**src/rtl/sprite_box_tracker.sv**
```systemverilog
// sprite_box_tracker: frame-synchronous hitbox/hurtbox generator for one fighter.
// Fighter state and position are latched on each frame_tick, and the box outputs
// stay stable until the next tick. The block also handles runtime facing, a
// hitbox that grows over the active frames, one-hit-per-attack consumption and
// clipping of the boxes to the screen edges.
module sprite_box_tracker #(
   parameter int COORD_W       = 10,
   parameter int SPRITE_WIDTH  = 64,
   parameter int SPRITE_HEIGHT = 128,
   parameter int SCREEN_W      = 640,
   parameter int SCREEN_H      = 480,
   parameter int HURT_MARGIN   = 10,
   parameter int REC_MARGIN    = 5,
   parameter int HIT_START_W   = 10,
   parameter int GROW_STEP     = 8,
   parameter int BASIC_W       = 30,
   parameter int BASIC_H       = 60,
   parameter int DIR_W         = 40,
   parameter int DIR_H         = 48
) (
   input  logic               clk,
   input  logic               rst,
   input  logic               frame_tick,
   input  logic [3:0]         state,
   input  logic [COORD_W-1:0] sprite_x,
   input  logic [COORD_W-1:0] sprite_y,
   input  logic               facing_left,
   input  logic               hit_ack,
   output logic [COORD_W-1:0] hitbox_x1,
   output logic [COORD_W-1:0] hitbox_x2,
   output logic [COORD_W-1:0] hitbox_y1,
   output logic [COORD_W-1:0] hitbox_y2,
   output logic [COORD_W-1:0] hurtbox_x1,
   output logic [COORD_W-1:0] hurtbox_x2,
   output logic [COORD_W-1:0] hurtbox_y1,
   output logic [COORD_W-1:0] hurtbox_y2,
   output logic               hitbox_active,
   output logic               hurtbox_active,
   output logic               boxes_valid
);

   // Two extra bits so that sums past the screen edge and negative left-facing
   // positions can both be represented before clipping.
   localparam int SW = COORD_W + 2;
   typedef logic signed [SW-1:0] s_t;

   localparam s_t L_ZERO       = s_t'(0);
   localparam s_t L_SPRITE_W   = s_t'(SPRITE_WIDTH);
   localparam s_t L_SPRITE_H   = s_t'(SPRITE_HEIGHT);
   localparam s_t L_XSCR       = s_t'(SCREEN_W);
   localparam s_t L_XMAX       = s_t'(SCREEN_W - 1);
   localparam s_t L_YMAX       = s_t'(SCREEN_H - 1);
   localparam s_t L_HURT_M     = s_t'(HURT_MARGIN);
   localparam s_t L_REC_M      = s_t'(REC_MARGIN);
   localparam s_t L_START      = s_t'(HIT_START_W);
   localparam s_t L_STEP       = s_t'(GROW_STEP);
   localparam s_t L_BASIC_W    = s_t'(BASIC_W);
   localparam s_t L_BASIC_H    = s_t'(BASIC_H);
   localparam s_t L_DIR_W      = s_t'(DIR_W);
   localparam s_t L_DIR_H      = s_t'(DIR_H);
   localparam s_t L_BASIC_YOFF = s_t'((SPRITE_HEIGHT - BASIC_H) / 2);
   localparam s_t L_DIR_YOFF   = s_t'((SPRITE_HEIGHT - DIR_H) / 2);

   // Latched context from the previous tick
   logic [3:0]         r_state;
   logic [3:0]         r_k;
   logic               r_spent;
   // Box registers, index order: hit x1,x2,y1,y2 then hurt x1,x2,y1,y2
   logic [COORD_W-1:0] r_box [0:7];
   logic               r_hitbox_active;
   logic               r_hurtbox_active;
   logic               r_boxes_valid;

   logic               w_new_active;
   logic               w_is_dir;
   logic               w_is_rec;
   logic               w_continue;
   logic [3:0]         w_k_next;
   logic               w_spent_next;
   s_t                 w_sx;
   s_t                 w_sy;
   s_t                 w_grow;
   s_t                 w_wmax;
   s_t                 w_w;
   s_t                 w_h;
   s_t                 w_yoff;
   s_t                 w_m;
   s_t                 w_raw  [0:7];
   logic [COORD_W-1:0] w_clip [0:7];
   logic               w_offscreen;
   logic               w_hit_ok;

   assign w_new_active = (state == 4'd4) || (state == 4'd7);
   assign w_is_dir     = (state == 4'd7);
   assign w_is_rec     = (state == 4'd5) || (state == 4'd8);

   // The same active attack seen on consecutive ticks advances the frame counter.
   // A landed hit (earlier, or acked on this very tick) stays consumed only
   // while that attack continues.
   assign w_continue   = w_new_active && (state == r_state);
   assign w_k_next     = !w_continue ? 4'd0 : ((r_k == 4'd15) ? 4'd15 : r_k + 4'd1);
   assign w_spent_next = w_continue && (r_spent || hit_ack);

   assign w_sx   = $signed({2'b00, sprite_x});
   assign w_sy   = $signed({2'b00, sprite_y});
   assign w_grow = L_START + $signed({{(SW-4){1'b0}}, w_k_next}) * L_STEP;
   assign w_wmax = w_is_dir ? L_DIR_W : L_BASIC_W;
   assign w_w    = (w_grow > w_wmax) ? w_wmax : w_grow;
   assign w_h    = w_is_dir ? L_DIR_H : L_BASIC_H;
   assign w_yoff = w_is_dir ? L_DIR_YOFF : L_BASIC_YOFF;
   assign w_m    = w_is_rec ? L_REC_M : L_HURT_M;

   // Unclipped box corners for the state being sampled
   always_comb begin
      w_raw[0] = w_sx + L_SPRITE_W;
      w_raw[1] = w_sx + L_SPRITE_W + w_w;
      if (facing_left) begin
         w_raw[0] = w_sx - w_w;
         w_raw[1] = w_sx;
      end
      w_raw[2] = w_sy + w_yoff;
      w_raw[3] = w_sy + w_yoff + w_h;
      w_raw[4] = w_sx + w_m;
      w_raw[5] = w_sx + L_SPRITE_W - w_m;
      w_raw[6] = w_sy;
      w_raw[7] = w_sy + L_SPRITE_H;
   end

   // Clip every corner to the visible area: x uses the screen width, y the height
   generate
      for (genvar gi = 0; gi < 8; gi++) begin : g_clip
         localparam s_t LIM = ((gi % 4) < 2) ? L_XMAX : L_YMAX;
         assign w_clip[gi] = (w_raw[gi] < L_ZERO) ? '0 :
                             (w_raw[gi] > LIM)    ? LIM[COORD_W-1:0] :
                                                    w_raw[gi][COORD_W-1:0];
      end
   endgenerate

   // A hitbox that starts wholly beyond the facing-side edge is never live,
   // even though clipping would give it a non-degenerate shape.
   assign w_offscreen = facing_left ? (w_raw[1] == L_ZERO) : (w_raw[0] >= L_XSCR);
   assign w_hit_ok    = w_new_active && !w_spent_next && !w_offscreen &&
                        (w_clip[0] < w_clip[1]) && (w_clip[2] < w_clip[3]);

   // Latch context and boxes on each tick; a hit ack between ticks only drops the hitbox
   always_ff @(posedge clk) begin
      if (rst) begin
         r_state          <= '0;
         r_k              <= '0;
         r_spent          <= 1'b0;
         r_hitbox_active  <= 1'b0;
         r_hurtbox_active <= 1'b0;
         r_boxes_valid    <= 1'b0;
         for (int i = 0; i < 8; i++) r_box[i] <= '0;
      end else begin
         r_boxes_valid <= frame_tick;
         if (frame_tick) begin
            r_state          <= state;
            r_k              <= w_k_next;
            r_spent          <= w_spent_next;
            r_hitbox_active  <= w_hit_ok;
            r_hurtbox_active <= 1'b1;
            for (int i = 0; i < 4; i++) r_box[i] <= w_new_active ? w_clip[i] : '0;
            for (int i = 4; i < 8; i++) r_box[i] <= w_clip[i];
         end else if (hit_ack) begin
            r_spent         <= 1'b1;
            r_hitbox_active <= 1'b0;
         end
      end
   end

   assign hitbox_x1      = r_box[0];
   assign hitbox_x2      = r_box[1];
   assign hitbox_y1      = r_box[2];
   assign hitbox_y2      = r_box[3];
   assign hurtbox_x1     = r_box[4];
   assign hurtbox_x2     = r_box[5];
   assign hurtbox_y1     = r_box[6];
   assign hurtbox_y2     = r_box[7];
   assign hitbox_active  = r_hitbox_active;
   assign hurtbox_active = r_hurtbox_active;
   assign boxes_valid    = r_boxes_valid;

endmodule

```
**config.mk**
```make
export PLATFORM = sky130hd
export DESIGN_NAME = sprite_box_tracker
export DESIGN_NICKNAME = d
export VERILOG_FILES = /design/src/rtl/sprite_box_tracker.sv
export SDC_FILE = /design/constraint.sdc
export NUM_CORES = 1
export LEC_CHECK = 0
export CORE_MARGIN = 2
export CORE_UTILIZATION = 25
export CTS_CLUSTER_DIAMETER = 40
export DETAILED_ROUTE_END_ITERATION = 6
export PLACE_DENSITY = 0.48
export RECOVER_POWER = 25
export SETUP_SLACK_MARGIN = 0.15
export SYNTH_ARGS = -nofsm -noshare
export SYNTH_HDL_FRONTEND = slang
export SYNTH_SLANG_ARGS = --single-unit
```
**constraint.sdc**
```tcl
create_clock -name clk -period 19.8 [get_ports clk]
set_input_delay 4.95 -clock clk [delete_from_list [all_inputs] [get_ports clk]]
set_output_delay 4.95 -clock clk [all_outputs]
set_load 0.005 [all_outputs]
```
==> impl_results.md <==
* Clk buf depth at 2
* Worst VDD drop at 0.0327 mV
* Buffers on Ports at 111
* # diodes at 0
* Die Y at 166 um
* # DRC at 0
* Outcome: completed
* H-tree depth at 3
* Area of the multi-input gates at 3670 um^2
* F_max at 84.3 MHz
* Postcts setup bufs at 0
* Final ANT Viol Nets at 0
* Netlist Area Pre-Place at 6560 um^2
* Total I/O pin count at 112
* Largest net degree at the start of global routing at 46
* Layout area overhead at 26.6%
* CTS tree: built
* Tmin final at 11,860 ps
* Seq/Total Area, Yosys at 40.3%
* Max Clock Skew at 10.8 ps
* Worst-Margin Slew at 1380 ps
* Clock power frac at 32.3%
* Final nets at 869
* Sink Count at 92
* Total global routing overflow at 0
* First-pass GRT wire length at 28.6 mm
* Drt pass-1 iters at 5
* P_int at 390 uW
* Distinct cells, synth at 72
* Cell row count at 59
* Top cell type's share of synthesized area at 36.6%
* Hold Crit Depth at 2
* WL per Instance at 15.8 um
* Power Density at 66.5 nW/um^2
* Leak at 0.00326 uW
* Leading post-synthesis cells by cell area: edfxtp_1, ha_1, nor2_1, a21oi_1, dfxtp_1
* Cell area after layout at 8300 um^2
* Fillcell total at 2,654
* Net Switching at 162 uW
* Core footprint at 25,900 um^2
* Slew margin rel. at 7.93%
* Most used cell, CP: ha_1
* RSZ-0062 raised after global routing: no
* Cell taking the most area after synthesis: edfxtp_1
* Seq cells post-synth at 92
* Clk slew on worst S/H paths at 70 ps
* Total Wirelength at 17.7 mm
* Layout cells sized above 1 at 6.11%
* Post-DP HPWL at 13.6 mm
* Starting Density at 25.3%
* CP max stage cell: clkdlybuf4s50_1
* Final Power at 552 uW
* Worst Setup Path Type: in -> reg
* Worst reg2reg path depth at 28
* CTS hold repair buffers at 0
* Crit path max fanout at 10
* Hold Fails Final Rpt at 0
* DIE WIDTH at 166 um
* Pins Over Slew Limit at 0
* Syn. warnings at 0
* Cell count after synthesis at 679
* Area post-placement at 8000 um^2
* Vias per cell at 4.66
* Initial antenna violation count at 0
* Crit share post-route at 59.9%
* Setup TNS at 0 ps
* # setup viols final at 0
* Vias in the first global route at 5,112
* DR vias at 5,214
* Crit. End Element: register
* Crit path launch type: primary input
* Switching share of total power at 29.4%
* Comb pwr share at 25.9%
* RD Place Congestion at 0.839
* Worst Path Arrival at 12,140 ps
* Synth Flop Type: edfxtp_1
* Post-CTS Resized at 0
* Non-Filler Instances at 1,120
* Sequential Power Share at 41.7%
* Mapped Avg Cell Area at 9.65 um^2
* Class of the worst hold path: reg -> reg
* Critical Path RT at 20,070 ps
* Reg area at 2640 um^2
* Post-synth EDFFs at 80
* Inst Count DP at 1,104
* Worst-Skew Late Latency at 350 ps
* Die footprint at 27,500 um^2
* Ys async rst share at 0%
* Max-cap violations at 0
* CTS Buf Count at 9
* CP max stage delay at 540 ps
* CTS root buf: clkbuf_16
* Initial DRC Count at 350
* GRT Util Overall at 12.9%
state kept, by name, indices dropped and copies added (netlist names):
signal / flops
boxes_valid: 1
hitbox_active: 1
hurtbox_active: 1
r_box: 80
r_k: 4
r_spent: 1
r_state: 4
power by group through the flow:
stage	logic (uW)	clock network, uW	registers (uW)
floorplan	84.2	0	237
global placement	147	0	235
detailed placement	146	0	235
CTS	147	183	231
global route	161	190	232
finish	143	178	230
cell usage in the layout, fill, tap and decap left out, types with 24 or more instances in the layout:
master	n
a21oi_1	49
clkdlybuf4s50_1	62
dlygate4sd3_1	49
edfxtp_1	80
ha_1	55
inv_1	28
nand2_1	37
nor2_1	85
o21ai_0	27
xnor2_1	24
synthesized netlist by cell type, types with 8 or more instances:
| cell type | number |
|---|---|
| nor3_1 | 14 |
| o21a_1 | 12 |
| nand4_1 | 8 |
| o21ai_0 | 27 |
| nor2_1 | 85 |
| dfxtp_1 | 12 |
| ha_1 | 55 |
| and2_1 | 15 |
| xor2_1 | 16 |
| nand2_1 | 37 |
| inv_1 | 28 |
| nand3_1 | 13 |
| nor2b_1 | 16 |
| mux2i_1 | 17 |
| a21oi_1 | 49 |
| clkbuf_1 | 26 |
| xnor2_1 | 24 |
| nand2b_1 | 16 |
| a211oi_1 | 11 |
| edfxtp_1 | 80 |
critical path: cells and delay by family:
kind                     cells  cell delay, ps
buffers and inverters        2             670
AND/OR/NAND/NOR             10            2020
AO/OA/AOI/OAI               12            3150
adder cells (fa/ha/maj)      4            1150
XOR/XNOR                     1             200
stage by stage:
stage          hold WS [ps]  worst slack, ps  utilization [%]
2_1_floorplan           465             8860                -
3_3_place_gp            459             7830             30.9
3_5_place_dp            463             7580             30.9
4_1_cts                 496             7900             32.0
5_1_grt                 522             7160             32.0
6_report                492             7940             32.0
cell type report:
class                   instances  share of cell area, %
flip-flops and latches         92                   31.8
inverters                      29                   1.31
clock inverters                 7                  0.920
well taps                     335                   5.05
multi-input cells             531                   44.3
clock buffers                   9                   2.71
repair buffers                117                   13.9
final timing paths:
check / from / to / slack (ps)
worst max register to register: r_state[2] / hitbox_active / 12820
worst min register to register: hurtbox_active / hurtbox_active / 490
worst max-delay path: state[2] / hitbox_active / 7940
worst min-delay path: hurtbox_active / hurtbox_active / 490
kinds of logic (layout without fill, tap and decap cells):
| kind of cell | count (synthesis) | count (layout) | synth area share (%) |
|---|---|---|---|
| AOI/OAI and AO/OA | 147 | 147 | 14.8 |
| xor gates and xnor gates | 40 | 40 | 5.34 |
| adders and majority gates | 60 | 60 | 12.0 |
| buffers and inverters | 64 | 162 | 4.14 |
| DFF | 92 | 92 | 40.3 |
| muxes | 23 | 23 | 3.63 |
| other | 2 | 10 | 0.115 |
| and+or+nand+nor | 251 | 251 | 19.7 |
routing by layer:
layer / GRT usage [%] / part of all wire (%) / up-vias / wire, um
met5: 0 / 0 / - / 0
met4: 3.86 / 1.7 / 0 / 308
met3: 2.53 / 3.3 / 16 / 586
met2: 20.3 / 45 / 85 / 7930
met1: 18.1 / 50 / 2466 / 8870
li1: - / - / 2647 / -
(Power assumes the default switching activity.)
